### config.mk
export PLATFORM = sky130hd
export DESIGN_NAME = mux4_arbiter
export DESIGN_NICKNAME = d
export VERILOG_FILES = /design/src/rtl/mux4_arbiter_pkg.sv /design/src/rtl/mux4_rr_pick.sv /design/src/rtl/mux4_arbiter.sv
export SDC_FILE = /design/constraint.sdc
export NUM_CORES = 1
export LEC_CHECK = 0
export ABC_AREA = 1
export CAP_MARGIN = 20
export CORE_AREA = 2 2 61 52
export CTS_CLUSTER_DIAMETER = 150
export DETAILED_ROUTE_END_ITERATION = 6
export DIE_AREA = 0 0 63 54
export PLACE_DENSITY = 0.72
export RECOVER_POWER = 50
export SYNTH_ARGS = -nofsm -noshare
export SYNTH_HDL_FRONTEND = slang
export SYNTH_SLANG_ARGS = --single-unit
### constraint.sdc
create_clock -name CLK -period 2.2 [get_ports CLK]
set_clock_uncertainty 0.1 [all_clocks]
set_input_delay 0.44 -clock CLK [delete_from_list [all_inputs] [get_ports CLK]]
set_output_delay 0.44 -clock CLK [all_outputs]
set_load 0.005 [all_outputs]
### src/rtl/mux4_arbiter_pkg.sv
// Shared types and helpers for the mux4_arbiter block.
package mux4_arbiter_pkg;

  localparam int NSRC = 4;

  typedef enum logic [1:0] {
    IDLE  = 2'd0,
    GRANT = 2'd1,
    TURN  = 2'd2
  } state_e;

  // Source index to one-hot grant vector (bit i == source i).
  function automatic logic [0:NSRC-1] idx2onehot(input logic [1:0] idx);
    logic [0:NSRC-1] oh;
    oh      = '0;
    oh[idx] = 1'b1;
    return oh;
  endfunction

endpackage

### src/rtl/mux4_rr_pick.sv
// Combinational winner selection for mux4_arbiter.
// Default: round-robin scan starting at LAST+1.
// MUX4_ARBITER_FIXED_PRIO_EN: lowest-index requester wins, LAST ignored.
module mux4_rr_pick
  import mux4_arbiter_pkg::*;
(
  input  logic [0:NSRC-1] REQ,
  input  logic [0:1]      LAST,
  output logic            ANY,
  output logic [0:1]      W
);

  assign ANY = |REQ;

`ifdef MUX4_ARBITER_FIXED_PRIO_EN
  logic unused_last;
  assign unused_last = ^LAST;

  // Walk from the highest index down so the lowest set bit is written last.
  always_comb begin
    W = 2'd0;
    for (int i = NSRC - 1; i >= 0; i--)
      if (REQ[i]) W = 2'(i);
  end
`else
  logic [1:0] idx;

  // Walk the scan order backwards (LAST+4 .. LAST+1) so LAST+1 has final say.
  always_comb begin
    W   = LAST;
    idx = 2'd0;
    for (int k = NSRC; k >= 1; k--) begin
      idx = LAST + 2'(k);
      if (REQ[idx]) W = idx;
    end
  end
`endif

endmodule

### src/rtl/mux4_arbiter.sv
// Round-robin sequencer for a shared dual 1-of-4 mux path.
// Bounded bursts per grant, optional EN-low turnaround between owners.
// Optional: MUX4_ARBITER_FIXED_PRIO_EN selects fixed lowest-index priority.
module mux4_arbiter
  import mux4_arbiter_pkg::*;
#(
  parameter int BURST_MAX   = 4,
  parameter int TURN_CYCLES = 1,
  parameter int CW          = 4
) (
  input  logic          CLK,
  input  logic          RESET,
  input  logic [0:3]    REQ,
  output logic [0:1]    SEL,
  output logic          EN,
  output logic [0:3]    GNT,
  output logic [CW-1:0] BEAT,
  output logic          BUSY
);

  localparam logic [CW-1:0] BEAT_LAST = CW'(BURST_MAX);
  localparam logic [1:0]    TURN_LOAD = (TURN_CYCLES > 0) ? 2'(TURN_CYCLES - 1) : 2'd0;

  state_e          state_q, state_d;
  logic [1:0]      sel_q, sel_d;
  logic [1:0]      last_q, last_d;
  logic [1:0]      turn_q, turn_d;
  logic [CW-1:0]   beat_q, beat_d;
  logic            en_q, en_d;
  logic [0:NSRC-1] gnt_q, gnt_d;
  logic            busy_q, busy_d;

  logic            arb;
  logic            pick_any;
  logic [0:1]      pick_w;
  logic [0:1]      pick_last;

  // While granting, the only arbitration is at grant end, where LAST is
  // already the current owner; feed that through so TURN_CYCLES=0 works.
  assign pick_last = (state_q == GRANT) ? sel_q : last_q;

  mux4_rr_pick u_pick (
    .REQ  (REQ),
    .LAST (pick_last),
    .ANY  (pick_any),
    .W    (pick_w)
  );

  // Next-state, beat counting and registered output decode.
  always_comb begin
    state_d = state_q;
    sel_d   = sel_q;
    beat_d  = beat_q;
    last_d  = last_q;
    turn_d  = turn_q;
    arb     = 1'b0;
    case (state_q)
      IDLE: arb = 1'b1;
      GRANT: begin
        if (REQ[sel_q] && ((beat_q + CW'(1)) != BEAT_LAST)) begin
          beat_d = beat_q + CW'(1);
        end else begin
          // Request dropped or burst exhausted: one end-of-grant either way.
          last_d = sel_q;
          beat_d = '0;
          if (TURN_CYCLES > 0) begin
            state_d = TURN;
            turn_d  = TURN_LOAD;
          end else begin
            arb = 1'b1;
          end
        end
      end
      TURN: begin
        if (turn_q == 2'd0) arb = 1'b1;
        else                turn_d = turn_q - 2'd1;
      end
      default: state_d = IDLE;
    endcase
    if (arb) begin
      if (pick_any) begin
        state_d = GRANT;
        sel_d   = pick_w;
        beat_d  = '0;
      end else begin
        state_d = IDLE;
      end
    end
    en_d   = (state_d == GRANT);
    gnt_d  = en_d ? idx2onehot(sel_d) : '0;
    busy_d = (state_d != IDLE);
  end

  // State and output registers; reset leaves LAST=3 so source 0 goes first.
  always_ff @(posedge CLK or posedge RESET) begin
    if (RESET) begin
      state_q <= IDLE;
      sel_q   <= 2'd0;
      beat_q  <= '0;
      last_q  <= 2'd3;
      turn_q  <= 2'd0;
      en_q    <= 1'b0;
      gnt_q   <= '0;
      busy_q  <= 1'b0;
    end else begin
      state_q <= state_d;
      sel_q   <= sel_d;
      beat_q  <= beat_d;
      last_q  <= last_d;
      turn_q  <= turn_d;
      en_q    <= en_d;
      gnt_q   <= gnt_d;
      busy_q  <= busy_d;
    end
  end

  assign SEL  = sel_q;
  assign EN   = en_q;
  assign GNT  = gnt_q;
  assign BEAT = beat_q;
  assign BUSY = busy_q;

endmodule

==> impl.org <==
** STA
- At the pin with the least slew margin, the transition time is 0.979 ns.
- Setup repair after global routing left no endpoint under its margin.
- Setup violations remaining at the end of the flow were counted as 0.
- Counting I/O delays and the setup requirement, the final critical path takes 1.98 ns.
- Total count of hold-check failures in the final report :: 0
- Of the available clock period, the critical path in the final layout requires 0.898.
- Fmax :: 0.506 GHz
- Total count of max-transition violations in the final report :: 0
- Sum Neg Setup Slack :: 0 ns
- In this run the tightest slew margin relative to its limit is 0.347.

** Finish
- Sequential cell area :: 453 um^2
- Total area of multi-input combinational cells :: 676 um^2
- Fillcell total :: 284
- Core Util, Final :: 0.539
- For this run, the post-layout net count is 217.
- In the final layout, the share of cells above drive strength 1 is 0.177.
- Number of antenna repair diodes :: 0
- Compared with the post-synthesis result, the final layout area differs by 24.0%.

** Global route
- The number of antenna violations at the first check in global routing was 0.
- Wire length of the first global-routing pass :: 3860 um
- GRT Residual Overflow :: 0
- In the global route stage, overall resource usage came out at 0.146.
- The number of global-route vias before repair is 919.
- Largest net degree at the start of global routing :: 19

** Min path
- The startpoint identified for the worst hold timing path is turn_q[0]$_DFFE_PP0P_.
- The path class of the tightest hold or removal check is register to register.

** Logic synthesis
- The number of nets handed over by synthesis was 190.
- Avg Inst Size Synth :: 7.03 um^2
- After synthesis the cells add up to 1240 um^2.
- Yosys warnings :: 0
- The share of the Yosys chip area taken by registers is 0.364.
- Count of mapped cells out of synthesis :: 177
- Counting flops and latches in the post-synthesis netlist gives 18.
- Synthesis instantiated 20 different standard cells from the library.

** Floorplanning
- Die boundary width :: 63 um
- 18 I/O pins were placed.
- Die area :: 3400 um^2
- Initial core utilization :: 0.435
- Measured along the y axis, the die boundary spans 54 um.
- The floorplan has 18 rows.
- In this run the standard cell core region covers 2860 um^2.

** Clock tree
- CTS built an H-tree with a depth of 1.
- Post-CTS Hold Buffers :: 0
- For the worst-skew pair, the clock arrives at the later sink with an insertion delay of 0.29 ns.
- Total clock buffers created by CTS :: 3
- Number of clock sinks :: 18
- The clock passes through at most 2 buffers.
- Clock tree root buffer cell :: clkbuf_4
- Clock-pin slew was measured on the worst setup and hold paths at 0.10 ns.
- TritonCTS built the clock tree.

** Worst setup path
- STA classifies the critical path endpoint as a register.
- STA puts the critical path data arrival time at 2.07 ns.
- The worst setup path is of the register to register kind.
- In this run the worst setup path begins at state_q[1]$_DFF_PP0_.
- STA classifies the critical path startpoint as a register.
- Required time reported for the critical path endpoint :: 2.30 ns
- Of all nets on the critical path, the largest fanout is 9.
- Launch point of the worst reg-to-reg path :: state_q[1]$_DFF_PP0_

** Outcome
- The flow ran to the end, and the final reports show no timing, DRC or antenna violations.

** Power
- Dividing total power by cell area gives a power density of 1600 nW/um^2.
- Leak pwr :: 0.000813 uW
- Peak ir drop on the vdd network :: 0.803 mV

** Placed design
- Weighted congestion at the end of routability-driven global placement :: 0.796
- Detailed placement finished with a half-perimeter wire length of 1880 um.
- Port Buffers :: 17

** Route
- After the first detailed-routing iteration, the DRC count stood at 45.
- Routed Antenna Nets :: 0
- Pre-antenna DRT Iters :: 4
- Dividing the detail-routed wire length by the instance count gives 9.87 um.
- Total wire length :: 2400 um
- Dividing the detail-routed via count by the number of cells gives 4.59.
- Drc violations :: 0
- Vias after detailed routing :: 1116

** Run
- The tool flagged a number of max-cap violations equal to 0.
==> sequential cells by signal, indices dropped and copies added (netlist names) <==
name	flops
EN	1
SEL	2
BEAT	4
turn_q	2
state_q	2
last_q	2
BUSY	1
GNT	4
==> report_power, final <==
part           internal, uW  switching, uW  leakage (uW)
Clock                   101            101     0.0000210
Combinational           672           1020      0.000562
Sequential              469            102      0.000229
==> routing by layer <==
| metal | vias up | part of all wire | wire length [um] | global-route usage |
|---|---|---|---|---|
| met5 | - | 0 | 0 | 0 |
| met4 | 0 | 0.0042 | 10 | 0.0333 |
| met3 | 2 | 0.055 | 132 | 0.0418 |
| met2 | 24 | 0.41 | 984 | 0.229 |
| met1 | 484 | 0.53 | 1270 | 0.202 |
| li1 | 606 | - | - | - |
==> critical path: stages (launching register included) <==
cell and delay, ns:
dfrtp_1 0.41, inv_2 0.06, ha_2 0.18, buf_12 0.14, inv_6 0.09, nand2_2 0.06, nand2_2 0.11, nand2_1 0.06
nand2_1 0.08, nand2_1 0.05, nand2_1 0.07, nand2_1 0.06, nand2_2 0.08, nand2_2 0.05, nand2_1 0.05, nand3_1 0.06
nand2_1 0.10, nor2_1 0.05
==> placed cells by master, fill, tap and decap left out, types with 6 or more instances in the layout <==
master           instances
inv_1                   22
ha_1                     6
dfrtp_1                 16
clkdlybuf4s50_1         13
nor2_1                  11
nand2_1                 63
nand2_2                 14
nand3_1                 18
==> final cells by class <==
cell class | count | area share
flip-flops and latches | 18 | 0.294
repair buffers | 23 | 0.145
clock buffers | 4 | 0.0235
inverters | 26 | 0.0673
multi-input cells | 132 | 0.438
well taps | 40 | 0.0324
==> synthesized netlist by cell type (all sizes together) <==
cell    number  share of area
nand3       20          0.089
nand4        3          0.015
o22ai        1         0.0050
nor2        12          0.038
dfrtp       16           0.32
ha           7          0.070
dfstp        2          0.042
nor3         1         0.0040
nand2       80           0.29
o21ai        4          0.016
a21oi        4          0.016
inv         25          0.079
buf          1         0.0091
clkinv       1         0.0040
==> repair_timing <==
action,CTS,global route
buffers inserted,0,1
setup endpoints to repair,0,4
resized for setup,0,2
==> cell families after synthesis <==
| kind of cell | after synthesis | synth area share |
|---|---|---|
| AOI/OAI and AO/OA | 9 | 0.0372 |
| adders and majority gates | 7 | 0.0704 |
| buffers and inverters | 27 | 0.0925 |
| and+or+nand+nor | 116 | 0.436 |
| DFF | 18 | 0.364 |
==> final timing paths <==
kind,to,slack (ns),depth (start not counted)
max reg2reg,GNT[3]$_DFF_PP0_,0.22,17
max in group asynchronous,EN$_DFF_PP0_,0.65,3
min in group asynchronous,turn_q[1]$_DFFE_PP0P_,0.76,3
min,turn_q[0]$_DFFE_PP0P_,0.39,1
max,GNT[3]$_DFF_PP0_,0.22,17
min reg2reg,turn_q[0]$_DFFE_PP0P_,0.39,1
==> per-stage QoR <==
| stage | cell area [um^2] | worst slack, ns | total power [uW] | cells | hold slack, ns |
|---|---|---|---|---|---|
| floorplan | 1240 | 0.372 | 1820 | 177 | 0.277 |
| global placement | 1500 | 0.0989 | 2280 | 238 | 0.385 |
| detailed placement | 1500 | 0.0915 | 2280 | 238 | 0.382 |
| CTS | 1540 | 0.142 | 2500 | 242 | 0.346 |
| global route | 1540 | 0.0169 | 2730 | 243 | 0.424 |
| finish | 1540 | 0.224 | 2470 | 243 | 0.391 |
Note: power is estimated with default switching activity, not from simulation.
